$ cat config.mk
export PLATFORM = sky130hd
export DESIGN_NAME = demux1to4_buf_flat
export DESIGN_NICKNAME = d
export VERILOG_FILES = /design/src/rtl/demux1to4_buf_pkg.sv /design/src/rtl/demux1to4_buf_if.sv /design/src/rtl/demux1to4_buf_slot.sv /design/src/rtl/demux1to4_buf.sv /design/src/flat_wrapper.sv
export SDC_FILE = /design/constraint.sdc
export NUM_CORES = 1
export LEC_CHECK = 0
export ABC_AREA = 1
export CORE_MARGIN = 10
export CORE_UTILIZATION = 35
export CTS_CLUSTER_DIAMETER = 60
export DETAILED_ROUTE_END_ITERATION = 7
export PLACE_DENSITY = 0.75
export SLEW_MARGIN = 25
export SYNTH_ARGS = -nofsm -noshare
export SYNTH_HDL_FRONTEND = slang
export SYNTH_HIERARCHICAL = 1
export SYNTH_SLANG_ARGS = --single-unit
$ cat constraint.sdc
create_clock -name clk -period 1.31 [get_ports clk]
set_input_delay 0.262 -clock clk [delete_from_list [all_inputs] [get_ports clk]]
set_output_delay 0.262 -clock clk [all_outputs]
set_load 0.01 [all_outputs]
$ cat src/rtl/demux1to4_buf_pkg.sv
// Shared types and constants for the 1-to-4 demultiplexer and its mux counterpart.
package demux_pkg;

    localparam int DEMUX_DATA_W = 32;

    // Selector encoding shared with the 4-to-1 selector mux
    localparam logic [1:0] SEL_OUT1 = 2'b00;
    localparam logic [1:0] SEL_OUT2 = 2'b01;
    localparam logic [1:0] SEL_OUT3 = 2'b10;
    localparam logic [1:0] SEL_OUT4 = 2'b11;

    typedef enum logic {
        LANE_EMPTY = 1'b0,
        LANE_FULL  = 1'b1
    } lane_state_t;

endpackage

$ cat src/rtl/demux1to4_buf_if.sv
// Producer and consumer-lane signals of demux1to4_buf; slave is the block side.
interface demux1to4_buf_if
    import demux_pkg::*;
#(
    parameter int DATA_W = DEMUX_DATA_W
);
    logic [DATA_W-1:0] in_data;
    logic [1:0]        in_sel;
    logic              in_valid;
    logic              in_ready;
    logic [DATA_W-1:0] out1;
    logic [DATA_W-1:0] out2;
    logic [DATA_W-1:0] out3;
    logic [DATA_W-1:0] out4;
    logic [3:0]        out_valid;
    logic [3:0]        out_ready;

    modport master (
        output in_data, in_sel, in_valid, out_ready,
        input  in_ready, out1, out2, out3, out4, out_valid
    );

    modport slave (
        input  in_data, in_sel, in_valid, out_ready,
        output in_ready, out1, out2, out3, out4, out_valid
    );
endinterface

$ cat src/rtl/demux1to4_buf_slot.sv
// One-entry lane buffer: EMPTY/FULL state, data register and optional accept counter.
// The counter exists only when DEMUX_CNT_EN is defined.
module demux_slot
    import demux_pkg::*;
#(
    parameter int DATA_W = DEMUX_DATA_W
`ifdef DEMUX_CNT_EN
    ,
    parameter int CNT_W = 16
`endif
) (
    input  logic              clk,
    input  logic              rst,
    input  logic              load,
    input  logic [DATA_W-1:0] din,
    input  logic              drain,
    output logic [DATA_W-1:0] dout,
    output logic              valid
`ifdef DEMUX_CNT_EN
    ,
    output logic [CNT_W-1:0]  cnt
`endif
);
    lane_state_t       state_r;
    lane_state_t       state_s;
    logic [DATA_W-1:0] data_r;

    // Lane state register
    always_ff @(posedge clk or posedge rst) begin
        if (rst) begin
            state_r <= LANE_EMPTY;
        end else begin
            state_r <= state_s;
        end
    end

    // Next state: a load wins over a same-edge drain, keeping the lane full
    always_comb begin
        state_s = state_r;
        case (state_r)
            LANE_EMPTY: begin
                if (load) begin
                    state_s = LANE_FULL;
                end else begin
                    state_s = LANE_EMPTY;
                end
            end
            LANE_FULL: begin
                if (load) begin
                    state_s = LANE_FULL;
                end else if (drain) begin
                    state_s = LANE_EMPTY;
                end else begin
                    state_s = LANE_FULL;
                end
            end
            default: state_s = LANE_EMPTY;
        endcase
    end

    // Data register keeps its last word after a drain
    always_ff @(posedge clk or posedge rst) begin
        if (rst) begin
            data_r <= {DATA_W{1'b0}};
        end else if (load) begin
            data_r <= din;
        end
    end

    assign dout  = data_r;
    assign valid = (state_r == LANE_FULL);

`ifdef DEMUX_CNT_EN
    logic [CNT_W-1:0] cnt_r;

    // Accept counter, wraps naturally at 2^CNT_W
    always_ff @(posedge clk or posedge rst) begin
        if (rst) begin
            cnt_r <= {CNT_W{1'b0}};
        end else if (load) begin
            cnt_r <= cnt_r + CNT_W'(1);
        end
    end

    assign cnt = cnt_r;
`endif

endmodule

$ cat src/rtl/demux1to4_buf.sv
// Registered 1-to-4 demultiplexer with one-entry buffer per lane.
// Optional per-lane accept counters are enabled by the DEMUX_CNT_EN macro.
module demux1to4_buf
    import demux_pkg::*;
#(
    parameter int DATA_W = DEMUX_DATA_W
`ifdef DEMUX_CNT_EN
    ,
    parameter int CNT_W = 16
`endif
) (
    input  logic             clk,
    input  logic             rst,
    demux1to4_buf_if.slave   bus
`ifdef DEMUX_CNT_EN
    ,
    output logic [CNT_W-1:0] out_cnt1,
    output logic [CNT_W-1:0] out_cnt2,
    output logic [CNT_W-1:0] out_cnt3,
    output logic [CNT_W-1:0] out_cnt4
`endif
);
    logic [3:0]        load_s;
    logic [3:0]        valid_s;
    logic              ready_s;
    logic              accept_s;
    logic [DATA_W-1:0] data_s [4];
`ifdef DEMUX_CNT_EN
    logic [CNT_W-1:0]  cnt_s [4];
`endif

    // out_ready feeds in_ready combinationally so a draining lane can refill at once
    assign ready_s  = !rst && (!valid_s[bus.in_sel] || bus.out_ready[bus.in_sel]);
    assign accept_s = bus.in_valid && ready_s;

    // Selector decode into a one-hot lane load
    always_comb begin
        load_s = 4'b0000;
        if (accept_s) begin
            case (bus.in_sel)
                SEL_OUT1: load_s = 4'b0001;
                SEL_OUT2: load_s = 4'b0010;
                SEL_OUT3: load_s = 4'b0100;
                SEL_OUT4: load_s = 4'b1000;
                default:  load_s = 4'b0000;
            endcase
        end else begin
            load_s = 4'b0000;
        end
    end

    for (genvar i = 0; i < 4; i++) begin : g_slot
        demux_slot #(
            .DATA_W (DATA_W)
`ifdef DEMUX_CNT_EN
            ,
            .CNT_W  (CNT_W)
`endif
        ) u_slot (
            .clk   (clk),
            .rst   (rst),
            .load  (load_s[i]),
            .din   (bus.in_data),
            .drain (bus.out_ready[i]),
            .dout  (data_s[i]),
            .valid (valid_s[i])
`ifdef DEMUX_CNT_EN
            ,
            .cnt   (cnt_s[i])
`endif
        );
    end

    assign bus.in_ready  = ready_s;
    assign bus.out_valid = valid_s;
    assign bus.out1      = data_s[0];
    assign bus.out2      = data_s[1];
    assign bus.out3      = data_s[2];
    assign bus.out4      = data_s[3];

`ifdef DEMUX_CNT_EN
    assign out_cnt1 = cnt_s[0];
    assign out_cnt2 = cnt_s[1];
    assign out_cnt3 = cnt_s[2];
    assign out_cnt4 = cnt_s[3];
`endif

endmodule

$ cat src/flat_wrapper.sv
// flat-port wrapper written by rule: the top's interface ports become plain ports
module demux1to4_buf_flat import demux_pkg::*;
#(
    parameter int DATA_W = DEMUX_DATA_W

)
  (clk, rst, bus_in_data, bus_in_sel, bus_in_valid, bus_out_ready, bus_in_ready, bus_out1, bus_out2, bus_out3, bus_out4, bus_out_valid);
  demux1to4_buf_if #(.DATA_W(DATA_W)) bus_i ();
  input  logic clk;
  input  logic rst;
  input wire logic [$bits(bus_i.in_data)-1:0] bus_in_data;
  input wire logic [$bits(bus_i.in_sel)-1:0] bus_in_sel;
  input wire logic [$bits(bus_i.in_valid)-1:0] bus_in_valid;
  input wire logic [$bits(bus_i.out_ready)-1:0] bus_out_ready;
  output wire logic [$bits(bus_i.in_ready)-1:0] bus_in_ready;
  output wire logic [$bits(bus_i.out1)-1:0] bus_out1;
  output wire logic [$bits(bus_i.out2)-1:0] bus_out2;
  output wire logic [$bits(bus_i.out3)-1:0] bus_out3;
  output wire logic [$bits(bus_i.out4)-1:0] bus_out4;
  output wire logic [$bits(bus_i.out_valid)-1:0] bus_out_valid;
  assign bus_i.in_data = bus_in_data;
  assign bus_i.in_sel = bus_in_sel;
  assign bus_i.in_valid = bus_in_valid;
  assign bus_i.out_ready = bus_out_ready;
  assign bus_in_ready = bus_i.in_ready;
  assign bus_out1 = bus_i.out1;
  assign bus_out2 = bus_i.out2;
  assign bus_out3 = bus_i.out3;
  assign bus_out4 = bus_i.out4;
  assign bus_out_valid = bus_i.out_valid;
  demux1to4_buf #(.DATA_W(DATA_W)) u_core (.clk(clk), .rst(rst), .bus(bus_i));
endmodule
==> results of run 1 <==
[per-layer routing]
layer  track usage [%]  up-vias  share of wire, %
li1                  -     2246                 -
met4              8.62        0               2.3
met1              20.2     2298                40
met2              29.1      166                50
met5                 0        -                 0
met3              5.87       30               8.3
[final timing paths]
check | start | slack (ns) | endpoint
setup reg to reg | u_core/g_slot[3].u_slot/valid | -0.29 | u_core/g_slot[0].u_slot/dout[19]
min in group clk | u_core/g_slot[2].u_slot/dout[6] | 0.47 | u_core/g_slot[2].u_slot/dout[6]
hold / removal | rst | 0.42 | u_core/g_slot[3].u_slot/dout[10]
setup / recovery | u_core/g_slot[3].u_slot/valid | -0.31 | bus_in_ready
hold reg to reg | u_core/g_slot[2].u_slot/dout[6] | 0.47 | u_core/g_slot[2].u_slot/dout[6]
max in group asynchronous | rst | 0.67 | u_core/g_slot[3].u_slot/dout[20]
[state kept, by name, indices dropped and copies added, names as in the netlist]
signal / cells
u_core/g_slot.u_slot/dout: 128
u_core/g_slot.u_slot/valid: 4
[cell usage after synthesis, drive strengths merged]
library cell / count / area share (%)
buf: 17 / 4.1
inv: 16 / 1.7
nand2: 408 / 30
nor2: 6 / 0.41
nand3: 4 / 0.46
a21oi: 1 / 0.092
dfrtp: 132 / 61
clkbuf: 12 / 3.0
[what timing repair did]
item                                    4_1_cts  5_1_grt
hold buffers                                  0        0
setup buffers                                12       15
endpoints found under the setup margin      265      251
pin swaps                                     7       59
resized for setup                           218      340
endpoints found under the hold margin         0        0
cloned                                        4        5
[worst max-delay path, stage by stage (launching register included)]
cell and delay [ns]:
dfrtp_1 0.38, nand2_1 0.08, nand2_1 0.06, nand2_1 0.07, nand2_2 0.07, a21oi_2 0.13, buf_2 0.15
[through the flow]
step,total power [mW],setup WS [ns],hold WS (ns)
after global placement,8.87,-0.844,0.453
after floorplan,6.65,-0.0938,0.374
after CTS,13.6,-0.292,0.393
after global routing,14.2,-0.383,0.405
final,13.5,-0.306,0.416
after detailed placement,8.96,-0.869,0.457
[power breakdown]
group	total (mW)	switching (mW)	leakage, nW	internal [mW]
clock network	5.08	1.80	0.302	3.29
registers	5.40	0.509	1.67	4.89
logic	3.04	1.71	2.56	1.34
[cell families (layout without fill, tap and decap cells)]
family	count (synthesis)	count (layout)
simple gates	418	418
flops	132	132
buf+inv	45	285
compound gates	1	1
[layout by cell type, fill, tap and decap left out, drive strengths merged]
master,synthesis,routed
dfrtp,132,132
buf,17,84
clkinvlp,0,3
clkdlybuf4s15,0,3
a21oi,1,1
clkinv,0,9
bufinv,0,4
nand3,4,4
clkbuf,12,127
clkdlybuf4s50,0,38
nor2,6,6
nand2,408,408
dlygate4sd2,0,1
inv,16,16
[final cells by class]
class | instances | area, um^2 | share of cell area [%]
Clock inverter | 12 | 179 | 2.16
Inverter | 16 | 104 | 1.25
Timing Repair inverter | 4 | 55.1 | 0.665
Tap cell | 211 | 264 | 3.19
Timing Repair Buffer | 233 | 1950 | 23.5
Sequential cell | 132 | 3300 | 39.9
Clock buffer | 20 | 457 | 5.51
Multi-Input combinational cell | 419 | 1980 | 23.9
==> impl_metrics.ini, run 1 <==
[run_status]
status = finished with violations
violations = negative setup slack

[routing]
wl_per_cell_um = 18.3
drtAntennaViolNets = 0
via_count = 4740
drtIter0Drc = 271
remaining_drc_errors = 0
routed_via_density = 4.53
wl_mm = 19.1
drt_first_pass_iters = 6

[floorplan]
ios = 174
dieHeight_um = 145
core_area_um2 = 15300
rows = 45
dieArea_um2 = 21000
initial_core_util_pct = 35.8
die_w_um = 145

[final_layout]
instances_no_fill = 1047
layout-drive-gt1-share_pct = 41.9
fillers = 1367
finalNetCount = 864
finalCoreUtilization_pct = 54.3
final_area_um2 = 8280
syn2layout_area_growth_pct = 51.7
num_antenna_cells = 0

[logic_synthesis]
postSynthAreaPerCell_um2 = 9.16
netlist_instances = 596
synth.area.mux_share_pct = 0
synth_compound_area_share_pct = 0.0917
synth_top_family_by_area = simple AND/OR/NAND/NOR gates
synth_area_um2 = 5460
synth-seq-cells = 132
synthDistinctLibCells = 13
ys_warn_count = 6
ys_seq_area_share_pct = 60.5
synth_simple_gate_area_share_pct = 30.6
synthAdderAreaFrac_pct = 0
synth_nets = 637
synth_xor_area_share_pct = 0

[placement]
portBuffers = 173
place_hpwl_mm = 12.2
dp_cells = 980
place_area_um2 = 7460
gp_congestion = 0.830

[global_routing]
grt_max_degree = 34
antenna_found_initial = 0
grt_pass1_vias = 4847
grt_pass1_wl_mm = 27.7
track_usage_pct = 17.7
grt_overflow = 0

[critical_path]
required_ns = 1.05
crit_path_end_kind = output port
cp.arrival_ns = 1.35
start_kind = flip-flop
ff2ff_path_depth = 12
critPathMaxFanout = 2
path_class = reg -> out

[clocking]
htreeDepth = 4
clockRootBuffer = clkbuf_16
cts.sinks = 132
clockBufferDepth = 2
cts_made_buffers = 17
worstSkewPairLatency_ns = 0.42
cts_tree = done
clk_pin_slew_ns = 0.06

[hold_path]
hp-class = in -> async

[timing]
worstMarginPinSlew_ns = 0.346
setup_viol = 134
hold_viol_final = 0
final_max_slew_viol_count = 0
relSlewSlack_pct = 76.9
worst_slack_ns = -0.306
period_minus_slack_ns = 1.62
fmax_ghz = 0.619
finalCritPeriodShare_pct = 123
rsz0062_at_grt = true
finalSetupTns_ns = -33.14
clock_skew_ns = 0.00814

[job]
cap_viol_max_count = 0

[power]
p_leak_nw = 4.53
powerDensity_nw_per_um2 = 1630
peakVddDrop_uv = 942
Note: power is estimated with default switching activity, not from simulation.
==> run 2: changes to the inputs <==
Settings changed: CORE_UTILIZATION 35 to 25, PLACE_DENSITY 0.75 to 0.59.
==> impl_metrics.ini, run 2 (synthesis gave the netlist of run 1 again) <==
[floorplan]
dieHeight_um = 168
ios = 174
die_w_um = 168
core_area_um2 = 21600
rows = 54
dieArea_um2 = 28100
initial_core_util_pct = 25.2

[timing]
setup_viol = 135
finalSetupTns_ns = -29.44
fmax_ghz = 0.622
worstMarginPinSlew_ns = 0.301
clock_skew_ns = 0.00822
hold_viol_final = 0
worst_slack_ns = -0.297
finalCritPeriodShare_pct = 123
rsz0062_at_grt = true
relSlewSlack_pct = 79.9
final_max_slew_viol_count = 0
period_minus_slack_ns = 1.61
holdWs_ns = 0.427

[critical_path]
start_kind = flip-flop
crit_path_end_kind = output port
path_class = reg -> out
r2r_slack_ns = -0.26
critPathMaxFanout = 2
required_ns = 1.05
cp.arrival_ns = 1.35
ff2ff_path_depth = 11

[final_layout]
instances_no_fill = 1106
syn2layout_area_growth_pct = 47.8
largest_reg_flops = 128
final_cell_mix = nand2_1 (323), dfrtp_1 (132), nand2_2 (75), clkbuf_2 (68), buf_2 (57)
finalNetCount = 854
num_antenna_cells = 0
layout-drive-gt1-share_pct = 38.3
final_area_um2 = 8070
final_common_cell = nand2_1

[run_status]
violations = negative setup slack
status = finished with violations

[global_routing]
grt_pass1_wl_mm = 29.3
grt_overflow = 0
antenna_found_initial = 0
grt_max_degree = 34
grt_pass1_vias = 4743
track_usage_pct = 13.4

[power]
p_int_mw = 8.85
p_comb_share_pct = 22.8
switching_share_pct = 31.9
p_leak_nw = 4.43
power_frac_seq_pct = 41.5
powerDensity_nw_per_um2 = 1610
power_switching_mw = 4.15
clock_power_share_pct = 35.8
peakVddDrop_uv = 821

[clocking]
worstSkewPairLatency_ns = 0.41
clk_pin_slew_ns = 0.06
cts_tree = done
clockBufferDepth = 2
htreeDepth = 4
cts_made_buffers = 17
cts.sinks = 132
cts_hold_buf = 0
clockRootBuffer = clkbuf_16

[placement]
place_area_um2 = 7620
dp_cells = 1051
gp_congestion = 0.787
pre_cts_ws_ns = -0.897
portBuffers = 173
place_hpwl_mm = 13.2

[routing]
wl_mm = 19.9
routed_via_density = 4.12
remaining_drc_errors = 0
drtIter0Drc = 197
wl_per_cell_um = 18.0
drt_first_pass_iters = 4
drtAntennaViolNets = 0
via_count = 4560

[job]
cap_viol_max_count = 0

[hold_path]
hp-class = in -> async
run 2: cell count changes in the layout (fill, tap and decap cells not counted), sizes merged:
cell           before  now
buf                84  108
bufinv              4    1
clkbuf            127   87
clkdlybuf4s15       3    0
clkinv              9    2
clkinvlp            3    7
dlygate4sd2         1    2
dlymetal6s2s        0    4
inv                16   26
run 2: power by group through the flow:
| stage | logic (mW) | clock network, mW | registers, mW |
|---|---|---|---|
| finish | 2.96 | 4.65 | 5.39 |
| global route | 3.29 | 4.99 | 5.51 |
| CTS | 3.01 | 4.79 | 5.39 |
| detailed placement | 3.53 | 0 | 5.47 |
| global placement | 3.49 | 0 | 5.46 |
| floorplan | 0.849 | 0 | 5.80 |
run 2: worst paths after layout:
path,from,endpoint
hold reg to reg,u_core/g_slot[0].u_slot/dout[4],u_core/g_slot[0].u_slot/dout[4]
max in group asynchronous,rst,u_core/g_slot[1].u_slot/dout[27]
min in group clk,bus_out_ready[3],u_core/g_slot[3].u_slot/valid
setup reg to reg,u_core/g_slot[3].u_slot/valid,u_core/g_slot[1].u_slot/dout[3]
hold / removal,rst,u_core/g_slot[3].u_slot/dout[8]
setup / recovery,u_core/g_slot[3].u_slot/valid,bus_in_ready
run 2: layout make-up:
type / count / area (um^2)
clock buffers: 17 / 425
clock inverters: 15 / 146
fillers: 2251 / 13600
inverters: 16 / 136
multi-input cells: 419 / 1890
flip-flops and latches: 132 / 3300
well taps: 280 / 350
repair buffers: 222 / 1750
repair inverters: 5 / 66.3
run 2: routing by layer:
metal / up-vias / wire [um] / part of all wire [%] / GRT usage [%]
li1: 2229 / - / - / -
met2: 126 / 9730 / 49 / 21.8
met5: - / 0 / 0 / 0
met4: 0 / 102 / 0.51 / 3.26
met1: 2198 / 8650 / 43 / 15.9
met3: 7 / 1420 / 7.1 / 5.61
run 2: worst max-delay path, cell delays in order, from the launching register on:
cell and delay (ns):
dfrtp_1 0.38, nand2_1 0.08, nand2_1 0.05, nand2_1 0.06, nand2_2 0.07, a21oi_2 0.14, buf_2 0.15
run 2: per-stage QoR:
step,power (mW),util [%]
floorplan,6.65,-
global placement,8.95,35.3
detailed placement,8.99,35.3
CTS,13.2,37.2
global route,13.8,37.3
finish,13.0,37.3
run 2: repair_timing:
action | in CTS | in global routing
pin swaps | 6 | 38
hold endpoints to repair | 0 | 0
gates cloned | 1 | 6
buffers inserted | 0 | 18
endpoints found under the setup margin | 265 | 236
resized for setup | 287 | 250
==> run 3: changes to the inputs <==
Settings changed: PLACE_DENSITY 0.59 to 0.61.
==> impl_metrics.ini, run 3 (synthesis gave the netlist of run 1 again) <==
[timing]
finalCritPeriodShare_pct = 124
setup_viol = 135
worst_slack_ns = -0.313
relSlewSlack_pct = 84.0
worstMarginPinSlew_ns = 0.239
fmax_ghz = 0.616
hold_viol_final = 0
clock_skew_ns = 0.0114
rsz0062_at_grt = true
period_minus_slack_ns = 1.62
final_max_slew_viol_count = 0

[global_routing]
grt_pass1_wl_mm = 29.7
antenna_found_initial = 0
grt_pass1_vias = 4877
track_usage_pct = 13.5
grt_overflow = 0
grt_max_degree = 34

[placement]
pre_cts_ws_ns = -0.864
place_hpwl_mm = 13.1
place_area_um2 = 7580
gp_congestion = 0.742
portBuffers = 173
dp_cells = 1049

[critical_path]
r2r_slack_ns = -0.28
path_class = reg -> out
r2r-end = u_core/g_slot[1].u_slot/dout[11]
crit_path_start = u_core/g_slot[2].u_slot/valid
ff2ff_path_depth = 11
start_kind = flip-flop
rr_startpoint = u_core/g_slot[2].u_slot/valid
cp.arrival_ns = 1.36
critPathMaxFanout = 2
crit_path_end_kind = output port
required_ns = 1.05

[power]
power_frac_seq_pct = 41.2
p_leak_nw = 4.38
powerDensity_nw_per_um2 = 1630
p_comb_share_pct = 23.2
p_int_mw = 8.73
power_switching_mw = 4.20
peakVddDrop_uv = 820
power_mw = 12.9
clock_power_share_pct = 35.6
switching_share_pct = 32.5

[floorplan]
dieArea_um2 = 28100
initial_core_util_pct = 25.2
rows = 54
dieHeight_um = 168
ios = 174
die_w_um = 168
core_area_um2 = 21600

[clocking]
clockBufferDepth = 2
cts_made_buffers = 17
clk_pin_slew_ns = 0.07
cts.sinks = 132
clockRootBuffer = clkbuf_16
cts_tree = done
worstSkewPairLatency_ns = 0.42
htreeDepth = 4

[run_status]
violations = negative setup slack
status = finished with violations

[final_layout]
largest_reg_flops = 128
instances_no_fill = 1117
finalNetCount = 865
layout-drive-gt1-share_pct = 33.8
fillers = 2265
final_cell_mix = nand2_1 (371), dfrtp_1 (132), buf_2 (129), clkdlybuf4s50_1 (38), nand2_2 (37)
num_antenna_cells = 0
final_area_um2 = 7930
final_common_cell = nand2_1
syn2layout_area_growth_pct = 45.2
finalCoreUtilization_pct = 36.7

[hold_path]
hp-class = in -> async

[job]
cap_viol_max_count = 0

[routing]
wl_per_cell_um = 17.6
via_count = 4617
wl_mm = 19.6
remaining_drc_errors = 0
drtAntennaViolNets = 0
drt_first_pass_iters = 4
routed_via_density = 4.13
drtIter0Drc = 185
## run 3: cell types whose count changed in the layout (fill, tap and decap cells not counted), sizes merged
cell / change
buf: +86
bufinv: -1
clkbuf: -68
clkinv: +1
clkinvlp: -5
dlymetal6s2s: -4
inv: +2
## run 3: how the worst max path moves through the flow
stage	endpoint	slack, ns
final	bus_in_ready	-0.31
after global routing	u_core/g_slot[3].u_slot/dout[3]	-0.39
after CTS	bus_in_ready	-0.32
after detailed placement	bus_in_ready	-0.86
after global placement	bus_in_ready	-0.86
after floorplan	u_core/g_slot[0].u_slot/dout[11]	-0.09
## run 3: metrics by stage
stage | setup TNS (ns) | hold slack [ns]
floorplan | -10.94 | 0.374
global placement | -103.75 | 0.453
detailed placement | -108.85 | 0.458
CTS | -29.99 | 0.414
global route | -44.19 | 0.425
finish | -31.12 | 0.419
## run 3: power by group through the flow
stage / Combinational [mW] / Clock [mW] / Sequential, mW
4_1_cts: 3.07 / 4.71 / 5.34
3_5_place_dp: 3.54 / 0 / 5.45
3_3_place_gp: 3.49 / 0 / 5.43
5_1_grt: 3.32 / 4.90 / 5.45
6_report: 3.00 / 4.61 / 5.33
2_1_floorplan: 0.849 / 0 / 5.80
## run 3: layout make-up
type / instances / area, um^2 / share of cell area [%]
repair inverters: 2 / 27.5 / 0.347
flip-flops and latches: 132 / 3300 / 41.7
inverters: 16 / 108 / 1.36
repair buffers: 236 / 1850 / 23.3
multi-input cells: 419 / 1730 / 21.8
well taps: 280 / 350 / 4.42
clock inverters: 15 / 136 / 1.72
clock buffers: 17 / 425 / 5.37
## run 3: per-layer routing
layer / vias up / global-route usage (%) / part of all wire (%)
li1: 2249 / - / -
met1: 2209 / 16.0 / 43
met3: 16 / 4.56 / 6.6
met2: 143 / 22.9 / 49
met5: - / 0 / 0
met4: 0 / 3.67 / 1.2
## run 3: worst max-delay path, cell delays in order, from the launching register on
cell,delay (ns)
dfrtp_1,0.39
nand2_1,0.08
nand2_1,0.05
nand2_1,0.06
nand2_2,0.07
a21oi_2,0.15
buf_2,0.15
## run 3: timing repair
action	in CTS	in global routing
cloned	2	3
endpoints found under the setup margin	265	148
gates resized for setup	546	22
buffers inserted	28	5
hold buffers	0	0
pin swaps	4	6
